**src/rtl/picorv32_mem_sram_resp_if.sv**
```systemverilog
// picorv32_mem_sram_resp_if
//
// Bundles the picorv32 native memory bus (mem_*) and the single-port
// OpenRAM macro port (sram_*) seen by the SRAM responder.
//
// Handshake: the core raises mem_valid with a stable request and holds it
// until it sees mem_ready=1 for exactly one cycle; the responder latches the
// request on the edge that accepts it, so mem_* may change afterwards without
// effect. mem_rdata is meaningful only while mem_ready=1.
//
// Modports:
//   master : core/SRAM side (drives mem_valid/instr/addr/wdata/wstrb and sram_dout)
//   slave  : the responder (drives mem_ready/rdata and the sram_* controls)
`timescale 1ns/1ps
interface picorv32_mem_sram_resp_if #(
    parameter int ADDR_WIDTH = 9
);
    logic                  mem_valid;
    logic                  mem_instr;
    logic [31:0]           mem_addr;
    logic [31:0]           mem_wdata;
    logic [3:0]            mem_wstrb;
    logic                  mem_ready;
    logic [31:0]           mem_rdata;
    logic                  sram_csb;
    logic                  sram_web;
    logic [3:0]            sram_wmask;
    logic [ADDR_WIDTH-1:0] sram_addr;
    logic [31:0]           sram_din;
    logic [31:0]           sram_dout;

    modport master (
        output mem_valid, mem_instr, mem_addr, mem_wdata, mem_wstrb, sram_dout,
        input  mem_ready, mem_rdata, sram_csb, sram_web, sram_wmask, sram_addr, sram_din
    );

    modport slave (
        input  mem_valid, mem_instr, mem_addr, mem_wdata, mem_wstrb, sram_dout,
        output mem_ready, mem_rdata, sram_csb, sram_web, sram_wmask, sram_addr, sram_din
    );
endinterface

```
**src/rtl/picorv32_mem_sram_resp.sv**
```systemverilog
// picorv32_mem_sram_resp
//
// Responder for the picorv32 native memory interface in front of a
// single-port sky130 OpenRAM macro. One request at a time; mem_ready is a
// one-cycle pulse followed by a guaranteed idle cycle. Requests outside the
// SRAM window complete in one cycle without an SRAM access.
//
// Ports:
//   clk, resetn     : clock, synchronous active-low reset
//   bus (slave)     : mem_* request/response and sram_* macro port
//   dbg_state       : current FSM state (0 IDLE, 1 ACCESS, 2 WAIT, 3 RESP)
//   mem_err,        : only with MEM_RESP_ERR_EN defined; sticky error flag
//   mem_err_addr      and address of the first out-of-range access
//
// Optional feature macro: MEM_RESP_ERR_EN.
`timescale 1ns/1ps
module picorv32_mem_sram_resp #(
    parameter int          ADDR_WIDTH   = 9,
    parameter logic [31:0] BASE_ADDR    = 32'h0000_0000,
    parameter int          READ_LATENCY = 1,
    parameter logic [31:0] OOR_RDATA    = 32'h0000_0000
) (
    input  logic                            clk,
    input  logic                            resetn,
    picorv32_mem_sram_resp_if.slave         bus,
    output logic [1:0]                      dbg_state
`ifdef MEM_RESP_ERR_EN
    ,
    output logic                            mem_err,
    output logic [31:0]                     mem_err_addr
`endif
);

    typedef enum logic [1:0] {
        IDLE   = 2'd0,
        ACCESS = 2'd1,
        WAIT   = 2'd2,
        RESP   = 2'd3
    } state_t;

    // Counter preload: WAIT lasts READ_LATENCY cycles, the last one captures dout.
    localparam logic [1:0] LAT_INIT = 2'(READ_LATENCY - 1);

    state_t                state_q, state_d;
    logic [1:0]            cnt_q, cnt_d;
    logic                  ready_q, ready_d;
    logic [31:0]           rdata_q, rdata_d;
    logic                  csb_q, csb_d;
    logic                  web_q, web_d;
    logic [3:0]            wmask_q, wmask_d;
    logic [ADDR_WIDTH-1:0] addr_q, addr_d;
    logic [31:0]           din_q, din_d;
`ifdef MEM_RESP_ERR_EN
    localparam logic [31:0] EBREAK = 32'h0010_0073;
    logic                  err_q, err_d;
    logic [31:0]           err_addr_q, err_addr_d;
`endif

    logic in_range;
    logic unused_bits;

    assign in_range    = (bus.mem_addr[31:ADDR_WIDTH+2] == BASE_ADDR[31:ADDR_WIDTH+2]);
    assign unused_bits = ^{bus.mem_addr[1:0], bus.mem_instr};

    always_comb begin
        state_d = state_q;
        cnt_d   = cnt_q;
        ready_d = ready_q;
        rdata_d = rdata_q;
        csb_d   = csb_q;
        web_d   = web_q;
        wmask_d = wmask_q;
        addr_d  = addr_q;
        din_d   = din_q;
`ifdef MEM_RESP_ERR_EN
        err_d      = err_q;
        err_addr_d = err_addr_q;
`endif
        case (state_q)
            IDLE: begin
                if (bus.mem_valid) begin
                    if (in_range) begin
                        // The SRAM control registers double as the latched request.
                        state_d = ACCESS;
                        csb_d   = 1'b0;
                        addr_d  = bus.mem_addr[ADDR_WIDTH+1:2];
                        if (bus.mem_wstrb != 4'b0000) begin
                            web_d   = 1'b0;
                            wmask_d = bus.mem_wstrb;
                            din_d   = bus.mem_wdata;
                        end else begin
                            web_d   = 1'b1;
                            wmask_d = 4'b0000;
                        end
                    end else begin
                        state_d = RESP;
                        ready_d = 1'b1;
                        if (bus.mem_wstrb == 4'b0000) begin
                            rdata_d = OOR_RDATA;
`ifdef MEM_RESP_ERR_EN
                            // A stray fetch traps into the debugger instead of running garbage.
                            if (bus.mem_instr) begin
                                rdata_d = EBREAK;
                            end
`endif
                        end
`ifdef MEM_RESP_ERR_EN
                        if (!err_q) begin
                            err_d      = 1'b1;
                            err_addr_d = bus.mem_addr;
                        end
`endif
                    end
                end
            end
            ACCESS: begin
                csb_d = 1'b1;
                web_d = 1'b1;
                if (!web_q) begin
                    state_d = RESP;
                    ready_d = 1'b1;
                end else begin
                    state_d = WAIT;
                    cnt_d   = LAT_INIT;
                end
            end
            WAIT: begin
                if (cnt_q == 2'd0) begin
                    state_d = RESP;
                    ready_d = 1'b1;
                    rdata_d = bus.sram_dout;
                end else begin
                    cnt_d = cnt_q - 2'd1;
                end
            end
            RESP: begin
                // mem_valid is deliberately not looked at here.
                state_d = IDLE;
                ready_d = 1'b0;
            end
            default: begin
                state_d = IDLE;
            end
        endcase
    end

    always_ff @(posedge clk) begin
        if (!resetn) begin
            state_q <= IDLE;
            cnt_q   <= 2'd0;
            ready_q <= 1'b0;
            rdata_q <= 32'h0;
            csb_q   <= 1'b1;
            web_q   <= 1'b1;
            wmask_q <= 4'b0000;
            addr_q  <= '0;
            din_q   <= 32'h0;
`ifdef MEM_RESP_ERR_EN
            err_q      <= 1'b0;
            err_addr_q <= 32'h0;
`endif
        end else begin
            state_q <= state_d;
            cnt_q   <= cnt_d;
            ready_q <= ready_d;
            rdata_q <= rdata_d;
            csb_q   <= csb_d;
            web_q   <= web_d;
            wmask_q <= wmask_d;
            addr_q  <= addr_d;
            din_q   <= din_d;
`ifdef MEM_RESP_ERR_EN
            err_q      <= err_d;
            err_addr_q <= err_addr_d;
`endif
        end
    end

    assign bus.mem_ready  = ready_q;
    assign bus.mem_rdata  = rdata_q;
    assign bus.sram_csb   = csb_q;
    assign bus.sram_web   = web_q;
    assign bus.sram_wmask = wmask_q;
    assign bus.sram_addr  = addr_q;
    assign bus.sram_din   = din_q;
    assign dbg_state      = state_q;
`ifdef MEM_RESP_ERR_EN
    assign mem_err        = err_q;
    assign mem_err_addr   = err_addr_q;
`endif

endmodule

```
**src/flat_wrapper.sv**
```systemverilog
// flat-port wrapper written by rule: the top's interface ports become plain ports
module picorv32_mem_sram_resp_flat 
#(
    parameter int          ADDR_WIDTH   = 9,
    parameter logic [31:0] BASE_ADDR    = 32'h0000_0000,
    parameter int          READ_LATENCY = 1,
    parameter logic [31:0] OOR_RDATA    = 32'h0000_0000
)
  (clk, resetn, dbg_state, bus_mem_valid, bus_mem_instr, bus_mem_addr, bus_mem_wdata, bus_mem_wstrb, bus_sram_dout, bus_mem_ready, bus_mem_rdata, bus_sram_csb, bus_sram_web, bus_sram_wmask, bus_sram_addr, bus_sram_din);
  picorv32_mem_sram_resp_if #(.ADDR_WIDTH(ADDR_WIDTH)) bus_i ();
  input  logic clk;
  input  logic resetn;
  output logic [1:0] dbg_state;
  input wire logic [$bits(bus_i.mem_valid)-1:0] bus_mem_valid;
  input wire logic [$bits(bus_i.mem_instr)-1:0] bus_mem_instr;
  input wire logic [$bits(bus_i.mem_addr)-1:0] bus_mem_addr;
  input wire logic [$bits(bus_i.mem_wdata)-1:0] bus_mem_wdata;
  input wire logic [$bits(bus_i.mem_wstrb)-1:0] bus_mem_wstrb;
  input wire logic [$bits(bus_i.sram_dout)-1:0] bus_sram_dout;
  output wire logic [$bits(bus_i.mem_ready)-1:0] bus_mem_ready;
  output wire logic [$bits(bus_i.mem_rdata)-1:0] bus_mem_rdata;
  output wire logic [$bits(bus_i.sram_csb)-1:0] bus_sram_csb;
  output wire logic [$bits(bus_i.sram_web)-1:0] bus_sram_web;
  output wire logic [$bits(bus_i.sram_wmask)-1:0] bus_sram_wmask;
  output wire logic [$bits(bus_i.sram_addr)-1:0] bus_sram_addr;
  output wire logic [$bits(bus_i.sram_din)-1:0] bus_sram_din;
  assign bus_i.mem_valid = bus_mem_valid;
  assign bus_i.mem_instr = bus_mem_instr;
  assign bus_i.mem_addr = bus_mem_addr;
  assign bus_i.mem_wdata = bus_mem_wdata;
  assign bus_i.mem_wstrb = bus_mem_wstrb;
  assign bus_i.sram_dout = bus_sram_dout;
  assign bus_mem_ready = bus_i.mem_ready;
  assign bus_mem_rdata = bus_i.mem_rdata;
  assign bus_sram_csb = bus_i.sram_csb;
  assign bus_sram_web = bus_i.sram_web;
  assign bus_sram_wmask = bus_i.sram_wmask;
  assign bus_sram_addr = bus_i.sram_addr;
  assign bus_sram_din = bus_i.sram_din;
  picorv32_mem_sram_resp #(.ADDR_WIDTH(ADDR_WIDTH), .BASE_ADDR(BASE_ADDR), .READ_LATENCY(READ_LATENCY), .OOR_RDATA(OOR_RDATA)) u_core (.clk(clk), .resetn(resetn), .bus(bus_i), .dbg_state(dbg_state));
endmodule
```
**config.mk**
```make
export PLATFORM = sky130hd
export DESIGN_NAME = picorv32_mem_sram_resp_flat
export DESIGN_NICKNAME = d
export VERILOG_FILES = /design/src/rtl/picorv32_mem_sram_resp_if.sv /design/src/rtl/picorv32_mem_sram_resp.sv /design/src/flat_wrapper.sv
export SDC_FILE = /design/constraint.sdc
export NUM_CORES = 1
export LEC_CHECK = 0
export ABC_AREA = 1
export ABC_CLOCK_PERIOD_IN_PS = 5300
export CORE_MARGIN = 2
export CORE_UTILIZATION = 44
export CTS_BUF_LIST = sky130_fd_sc_hd__clkbuf_2
export DETAILED_ROUTE_END_ITERATION = 12
export HOLD_SLACK_MARGIN = 0.05
export PLACE_DENSITY = 0.95
export SYNTH_ARGS = -nofsm -noshare
export SYNTH_HDL_FRONTEND = slang
export SYNTH_SLANG_ARGS = --single-unit
```
**constraint.sdc**
```tcl
create_clock -name clk -period 5.3 [get_ports clk]
set_input_delay 1.06 -clock clk [delete_from_list [all_inputs] [get_ports clk]]
set_output_delay 1.06 -clock clk [all_outputs]
set_load 0.01 [all_outputs]
```
=== Word level (Yosys, flattened, before mapping) ===
Cells that the tools add are included.

* Add/sub/neg operators: 1
* Reductions and logical operators: 15
* Equal/unequal tests: 11
* Mux-type cells: 26

{| class="wikitable"
|+ Operator list
! kind !! count
|-
| $mux W32 || 4
|-
| $pmux W32 S2 || 1
|-
| $logic_not A21 Y1 || 1
|-
| $mux W1 || 10
|-
| $mux W2 || 5
|-
| $reduce_and A3 Y1 || 3
|-
| $ne A2 B1 Y1 const B || 4
|-
| $ne A2 B2 Y1 const B || 4
|-
| $pmux W2 S4 || 1
|-
| $reduce_and A4 Y1 || 2
|-
| $reduce_bool A2 Y1 || 3
|-
| $reduce_and A5 Y1 || 1
|-
| $eq A2 B2 Y1 const B || 2
|-
| $logic_not A2 Y1 || 2
|-
| $logic_not A4 Y1 || 1
|-
| $mux W4 || 1
|-
| $pmux W1 S2 || 2
|-
| $pmux W1 S4 || 1
|-
| $pmux W2 S2 || 1
|-
| $reduce_bool A4 Y1 || 1
|-
| $eq A2 B1 Y1 const B || 1
|-
| $reduce_and A2 Y1 || 1
|-
| $sub A2 B1 Y2 const B || 1
|}

* Logic and storage cells: 62
* Bits in registers: 84
* Bits of input ports: 104
* Output and inout port bits: 82

=== Longest topological paths before layout ===
Gate-level depths: netlist (run 1).

* Word-level depth: 5
* Depth in mapped cells: 11

=== Worst setup path before layout (run 1) ===
Ideal clock, no wire load.

* Kind: input to register
* From: input bus_mem_addr[14]
* To: register u_core.rdata_q[17] (netlist: u_core.bus.mem_rdata[17])
* Data arrival time: 2.094 ns
* Library setup time: 0.116 ns
* Path slack: 3.090 ns
* Stages on the path: 8
* Path buffers: 1
* Path through: or2_1 > nor2_2 > nand4_1 > nand2_2 > inv_2 > buf_6 > nor2_1 > nor2_1

* Longest elaborated chain between the ends: 3

{| class="wikitable"
|+ Ends and longest elaborated chain
! item !! line !! RTL
|-
| start: declaration || flat_wrapper.sv:16 || <nowiki>input wire logic [$bits(bus_i.mem_addr)-1:0] bus_mem_addr;</nowiki>
|-
| $logic_not A21 Y1 || picorv32_mem_sram_resp.sv:62 || <nowiki>assign in_range = (bus.mem_addr[31:ADDR_WIDTH+2] == BASE_ADDR[31:ADDR_WIDTH+2]);</nowiki>
|-
| $ne A2 B2 Y1 (no line) || n/a ||
|-
| $reduce_and A5 Y1 (no line) || n/a ||
|-
| end signal: assignment || picorv32_mem_sram_resp.sv:166 || <nowiki>rdata_q <= rdata_d;</nowiki>
|-
| end: declaration || picorv32_mem_sram_resp.sv:47 || <nowiki>logic [31:0] rdata_q, rdata_d;</nowiki>
|}

No other way between the ends.
A chain may end at the register's enable or synchronous reset.

=== Worst setup path in the final report (run 1) ===
* From: input bus_mem_addr[14]
* To: register u_core.rdata_q[31] (netlist: u_core.bus.mem_rdata[31])

The elaborated chain is that of the path after synthesis.

==> results of run 1 <==
## flip-flops by register name, indices dropped and copies added (netlist names)
| signal | cells |
|---|---|
| u_core.bus.sram_addr | 9 |
| u_core.bus.mem_ready | 1 |
| u_core.bus.sram_csb | 1 |
| u_core.bus.sram_wmask | 4 |
| u_core.dbg_state | 2 |
| u_core.bus.mem_rdata | 32 |
| u_core.cnt_q | 2 |
| u_core.bus.sram_web | 1 |
| u_core.bus.sram_din | 32 |
## routing by layer
layer,vias to the layer above,part of all wire,GRT usage
met1,1713,0.41,0.2681
met3,14,0.074,0.05188
met5,-,0,0
met4,0,0.017,0.08454
li1,1939,-,-
met2,150,0.50,0.3954
## logic make-up after synthesis
family | synth area share
flops | 0.4617
fa+ha+maj | 0.02061
compound gates | 0.1206
buf+inv | 0.1020
simple gates | 0.2951
## cell usage after synthesis, drive strengths merged
library cell and instances:
ha 6, clkinv 1, buf 19, nand4 35, nand3 11, dfxtp 84
inv 51, nand2 98, o21ai 37, a21oi 50, nand3b 1, clkbuf 13
nor2 94, or2 3
## tightest hold or removal path: cells and delay by family (launching register included)
kind / cells / cell delay, ns
DFF: 1 / 0.36
AOI/OAI and AO/OA: 1 / 0.05
and+or+nand+nor: 1 / 0.06
## through the flow
step	setup slack [ns]	area, µm²	cells
finish	2.440	5562	775
global route	2.279	5562	775
CTS	2.494	5562	775
detailed placement	1.895	5449	762
global placement	1.937	5449	762
floorplan	3.090	3642	503
## final cells by class
class / count / area [µm²]
Inverter: 52 / 195.2
Clock buffer: 9 / 45.04
Timing Repair Buffer: 186 / 1852
Clock inverter: 4 / 67.56
Tap cell: 105 / 131.4
Multi-Input combinational cell: 335 / 1589
Fill cell: 649 / 2572
Sequential cell: 84 / 1682
## final timing paths
| check | end | slack (ns) |
|---|---|---|
| worst min register to register | u_core.bus.sram_din[16] | 0.48 |
| worst max register to register | u_core.bus.mem_rdata[31] | 2.70 |
| worst min-delay path | u_core.bus.sram_din[16] | 0.48 |
| worst max-delay path | u_core.bus.mem_rdata[31] | 2.44 |
## power groups by stage
| stage | combinational, mW | clock [mW] | sequential [mW] |
|---|---|---|---|
| 2_1_floorplan | 0.425 | 0 | 0.845 |
| 3_3_place_gp | 0.764 | 0 | 0.798 |
| 3_5_place_dp | 0.794 | 0 | 0.804 |
| 4_1_cts | 0.797 | 0.358 | 0.790 |
| 5_1_grt | 0.878 | 0.384 | 0.805 |
| 6_report | 0.793 | 0.348 | 0.790 |
==> results.md, run 1 <==
* Run status: finished, final reports clean
* Worst Setup SP: bus_mem_addr[14]
* First drt pass iteration count at 5
* Gate Count Post-Synth at about 500
* Die Width at approximately 95 µm
* Max-cap violations at 0
* Synth area leaders: dfxtp_1 (46%), nand2_1 (9.9%), nor2_1 (8.9%), a21oi_1 (6.7%), nand4_1 (6.0%)
* WL/cell at 13.33 µm
* Core box area at about 8100 µm²
* Top Family by Delay on Critical Path: simple AND/OR/NAND/NOR gates
* Clock Pin Slew Worst Setup and Hold Paths at around 0.22 ns
* Most frequent CP cell: nor2_1
* Vias in the first global route at between 3k and 4k
* Standard-cell row count at 33
* Sequential share of power at 0.409
* CTS Buffer Depth at 2
* Internal at about 1.2 mW
* Most common cell after layout, fill and taps aside: clkdlybuf4s50_1
* ANT cells at 0
* Synthesis-to-layout area growth at 52.70%
* Postcts setup bufs at 0
* Worst IR drop on VDD at roughly 0.20 mV
* CTS Hold Buffers Added at 0
* Post-synth cell types at 26
* Hold Path Class: reg -> reg
* Hold_sp: u_core.bus.sram_din[16]
* First-pass GRT wire length at 16.07 mm
* Final Wtd Congestion at a little under 0.8
* Switching Share at 0.3539
* Crit path time final at between 2 and 3 ns
* Setup TNS at 0 ns
* Synth area leader: dfxtp_1
* Cell leakage power at between 2 and 2.5 nW
* Worst-Skew Late Latency at 0.51 ns
* Total Routing Usage GR at 0.2258
* Actual slew at the worst max-slew pin at 1.028 ns
* Max_slew headroom at 0.3142
* # IOs at ~190
* Max-slew violations at 0
* Synth Warn # at 0
* DP HPWL at between 7 and 8 mm
* Via density at between 4 and 5
* CTS root buffer: clkbuf_2
* Critical-path maximum fanout at between 40 and 50
* Gr ovfl total at 0
* Routed WL at slightly above 10 mm
* RSZ-0062 raised after global routing: no
* # DRC at 0
* Crit share post-route at 0.5396
* Comb pwr share at 0.411
* Layout cells sized above 1 at 0.04925
* Synthesized area per cell at between 7 and 8 µm²
* Die extent in y at between 90 and 100 µm
* Post-synthesis register bit count at 84
* Pwr per Cell Area at about 350 nW/µm²
* Most frequent cells in the layout: clkdlybuf4s50_1 (182), nand2_1 (96), nor2_1 (86)
* Setup violations, final at 0
* Clock power frac at 0.180
* Data required time of the worst path at approximately 5.7 ns
* CTS tree: built
* Final Hold Fails at 0
* Final #Nets at about 800
* Total power at around 1.9 mW
* Port Buffer Count at about 180
* Cell breakdown of the critical path: clkdlybuf4s50_1 > or2_1 > nor2_2 > nand4_1 > nand2_2 > inv_2 > nor2_1 > nor2_1
* Max incr delay on CP at 0.62 ns
* Sink Count at 84
* Startpoint Class: input pin
* Fin Hold WS at ~0.48 ns
* Share of the synthesized area in the top cell type at 0.4617
* Critical path's slowest cell: nand2_2
* Hold Path Cell Cnt at 2
* Finished Core Util at 0.6837
* Syn nets at about 610
* CP arrival at 3.28 ns
* Worst Setup End Kind: flip-flop
* Die area at 9021 µm²
* Critical path type: in -> reg
* Initial Utilization at 0.4478
* H-tree levels at 3
* Reg2reg start: u_core.dbg_state[0]
* Sequential area share after synthesis at 0.4617
* Post-cts resize count at 0
* Fmax at about 0.35 GHz
* Clock Skew at 0.02198 ns
* Cell area after synthesis at around 3600 µm²
* DRT iter0 DRCs at 197
* Routed Antenna Nets at 0
* R2r worst-path depth at 10
* P_sw at just under 0.7 mW
* Antenna violations before repair at 0
* Pin count of the biggest net entering global routing at 51
* Crit path buffers/inverters at 2
* CTS buffer count at 9
* CP Depth at 8
* Via count at about 3.8k
Power figures use the tool's default switching activity.
==> run 2, diff against run 1 <==
ABC_CLOCK_PERIOD_IN_PS = 2900   (was 5300)
CORE_UTILIZATION = 41   (was 44)
PLACE_DENSITY = 0.9   (was 0.95)
clock period = 2.9 ns   (was 5.3 ns; I/O delays follow)
==> run 2 against run 1 <==
Via count grew 1.9%. Critical path depth down 7. Non-clock buffer count grew 4. Sequential share of layout area fell by 0.24 points. Clock skew up 0.0049 ns. Die area grew 7.0%. Core utilization fell by 3.8 points. Clock power grew 72%. Combinational power rose by 85%. Cell area grew 0.79%. Critical path type is now reg -> out.
==> results.md, run 2 (same netlist as run 1, synthesis figures left out) <==
* Run status: finished, final reports clean
* Clock Skew at 0.02691 ns (+0.004923 ns)
* Postcts setup bufs at 0 (unchanged)
* Max-cap violations at 0 (unchanged)
* # IOs at 186 (unchanged)
* First drt pass iteration count at 4 (-1)
* Cell leakage power at 2.297 nW (+1.1%)
* CTS buffer count at 9 (unchanged)
* Critical path's slowest cell: clkdlybuf4s50_1
* Routed Antenna Nets at 0 (unchanged)
* DRT iter0 DRCs at 130 (-34%)
* Vias in the first global route at 3766 (+6.9%)
* H-tree levels at 3 (unchanged)
* Pwr per Cell Area at 626.7 nW/µm² (+80%)
* DP Worst Slack at 0.4648 ns (-1.430 ns)
* Max incr delay on CP at 0.59 ns (-0.03 ns)
* CTS Buffer Depth at 2 (unchanged)
* Via density at 4.952 (+0.56%)
* Sink Count at 84 (unchanged)
* Core box area at 8678 µm² (+6.7%)
* Gr ovfl total at 0 (unchanged)
* CP arrival at 1.55 ns (-1.73 ns)
* First-pass GRT wire length at 16.79 mm (+4.5%)
* ANT cells at 0 (unchanged)
* Pin count of the biggest net entering global routing at 46 (-9.8%)
* Register area at 1682 µm² (unchanged)
* Die Width at 98.25 µm (+3.4%)
* Clock Pin Slew Worst Setup and Hold Paths at 0.21 ns (about the same)
* Hold Path Class: reg -> reg
* Worst-Skew Late Latency at 0.51 ns (about the same)
* CTS root buffer: clkbuf_2
* Multi-input logic area at 1589 µm² (unchanged)
* DP HPWL at 7.726 mm (+4.4%)
* CTS tree: built
* Die area at 9653 µm² (+7.0%)
* Final Wtd Congestion at 0.8229 (+5.8%)
* Final worst slack at 0.7687 ns (-1.671 ns)
* Crit path time final at roughly 2.1 ns
* Fmax at 0.4692 GHz
* Top Family by Delay on Critical Path: buffers and inverters
* Final #Nets at 782 (+0.51%)
* RSZ-0062 raised after global routing: no
* Worst IR drop on VDD at 0.3365 mV (+66%)
* Crit path buffers/inverters at 1 (-1)
* Max_slew headroom at 0.7236 (+0.4094)
* Worst Setup End Kind: output pin
* Critical path type: reg -> out
* Antenna violations before repair at 0 (unchanged)
* Most frequent cells in the layout: clkdlybuf4s50_1 (182), nand2_1 (96), nor2_1 (86)
* Total Routing Usage GR at 0.2110 (-0.01476)
* WL/cell at 13.34 µm (about the same)
* CTS Hold Buffers Added at 0 (unchanged)
* Layout fillers at 768 (+18%)
* Synthesis-to-layout area growth at 53.90%
* Final Hold Fails at 0 (unchanged)
* Most common cell after layout, fill and taps aside: clkdlybuf4s50_1
* Max-slew violations at 0 (unchanged)
* Setup TNS at 0 ns (unchanged)
* Routed WL at 10.47 mm (+1.4%)
* Critical-path maximum fanout at 6 (-86%)
* Startpoint Class: flip-flop
* Actual slew at the worst max-slew pin at 0.4139 ns (-0.6136 ns)
* Initial Utilization at 0.4197 (-0.02808)
* Standard-cell row count at 34 (+3.0%)
* Setup violations, final at 0 (unchanged)
* Via count at 3887 (+1.9%)
* # DRC at 0 (unchanged)
* Post-cts resize count at 0 (unchanged)
* Data required time of the worst path at 2.32 ns (-3.40 ns)
* Crit share post-route at 0.7349
* Layout cells sized above 1 at 0.06204 (+0.01278)
* Cell breakdown of the critical path: clkdlybuf4s50_1
* Port Buffer Count at 182 (unchanged)
* Die extent in y at 98.25 µm (+3.4%)
## run 2: cell count changes in the layout (fill, tap and decap cells not counted), sizes merged
cell and change:
buf +4, clkbuf +3, clkinvlp +2, bufinv -1, clkinv -1
## run 2: layer usage
metal	GRT usage	up-vias	routed length, µm
li1	-	1949	-
met1	0.2448	1775	4298
met2	0.3725	141	5216
met3	0.05082	22	687
met4	0.08746	0	268
met5	0	-	0
## run 2: final timing paths
path | start | endpoint | slack (ns) | cells past startpoint
worst max-delay path | u_core.dbg_state[0] | dbg_state[0] | 0.77 | 1
worst min-delay path | u_core.bus.sram_din[22] | u_core.bus.sram_din[22] | 0.48 | 2
worst max register to register | u_core.dbg_state[0] | u_core.bus.mem_rdata[31] | 0.79 | 10
worst min register to register | u_core.bus.sram_din[22] | u_core.bus.sram_din[22] | 0.48 | 2
## run 2: layout make-up
class                   count  share of cell area
clock buffers              12             0.01071
flip-flops and latches     84              0.3000
multi-input cells         335              0.2835
clock inverters             4            0.008929
inverters                  52             0.03482
well taps                 108             0.02411
repair buffers            190              0.3379
## run 2: power by group
group	internal, mW	switching [mW]	leakage (nW)
sequential	1.34	0.109	0.681
clock	0.208	0.389	0.0682
combinational	0.700	0.769	1.55
total	2.25	1.27	2.30
## run 2: stage by stage
| step | area [µm²] | utilization | total power, mW | cells | hold WS [ns] |
|---|---|---|---|---|---|
| 6_report | 5605 | 0.6459 | 3.513 | 785 | 0.4763 |
| 5_1_grt | 5605 | 0.6459 | 3.786 | 785 | 0.4962 |
| 4_1_cts | 5605 | 0.6459 | 3.553 | 785 | 0.4783 |
| 3_5_place_dp | 5495 | 0.6332 | 2.949 | 769 | 0.4515 |
| 3_3_place_gp | 5495 | 0.6332 | 2.882 | 769 | 0.4470 |
| 2_1_floorplan | 3642 | - | 2.320 | 503 | 0.4437 |
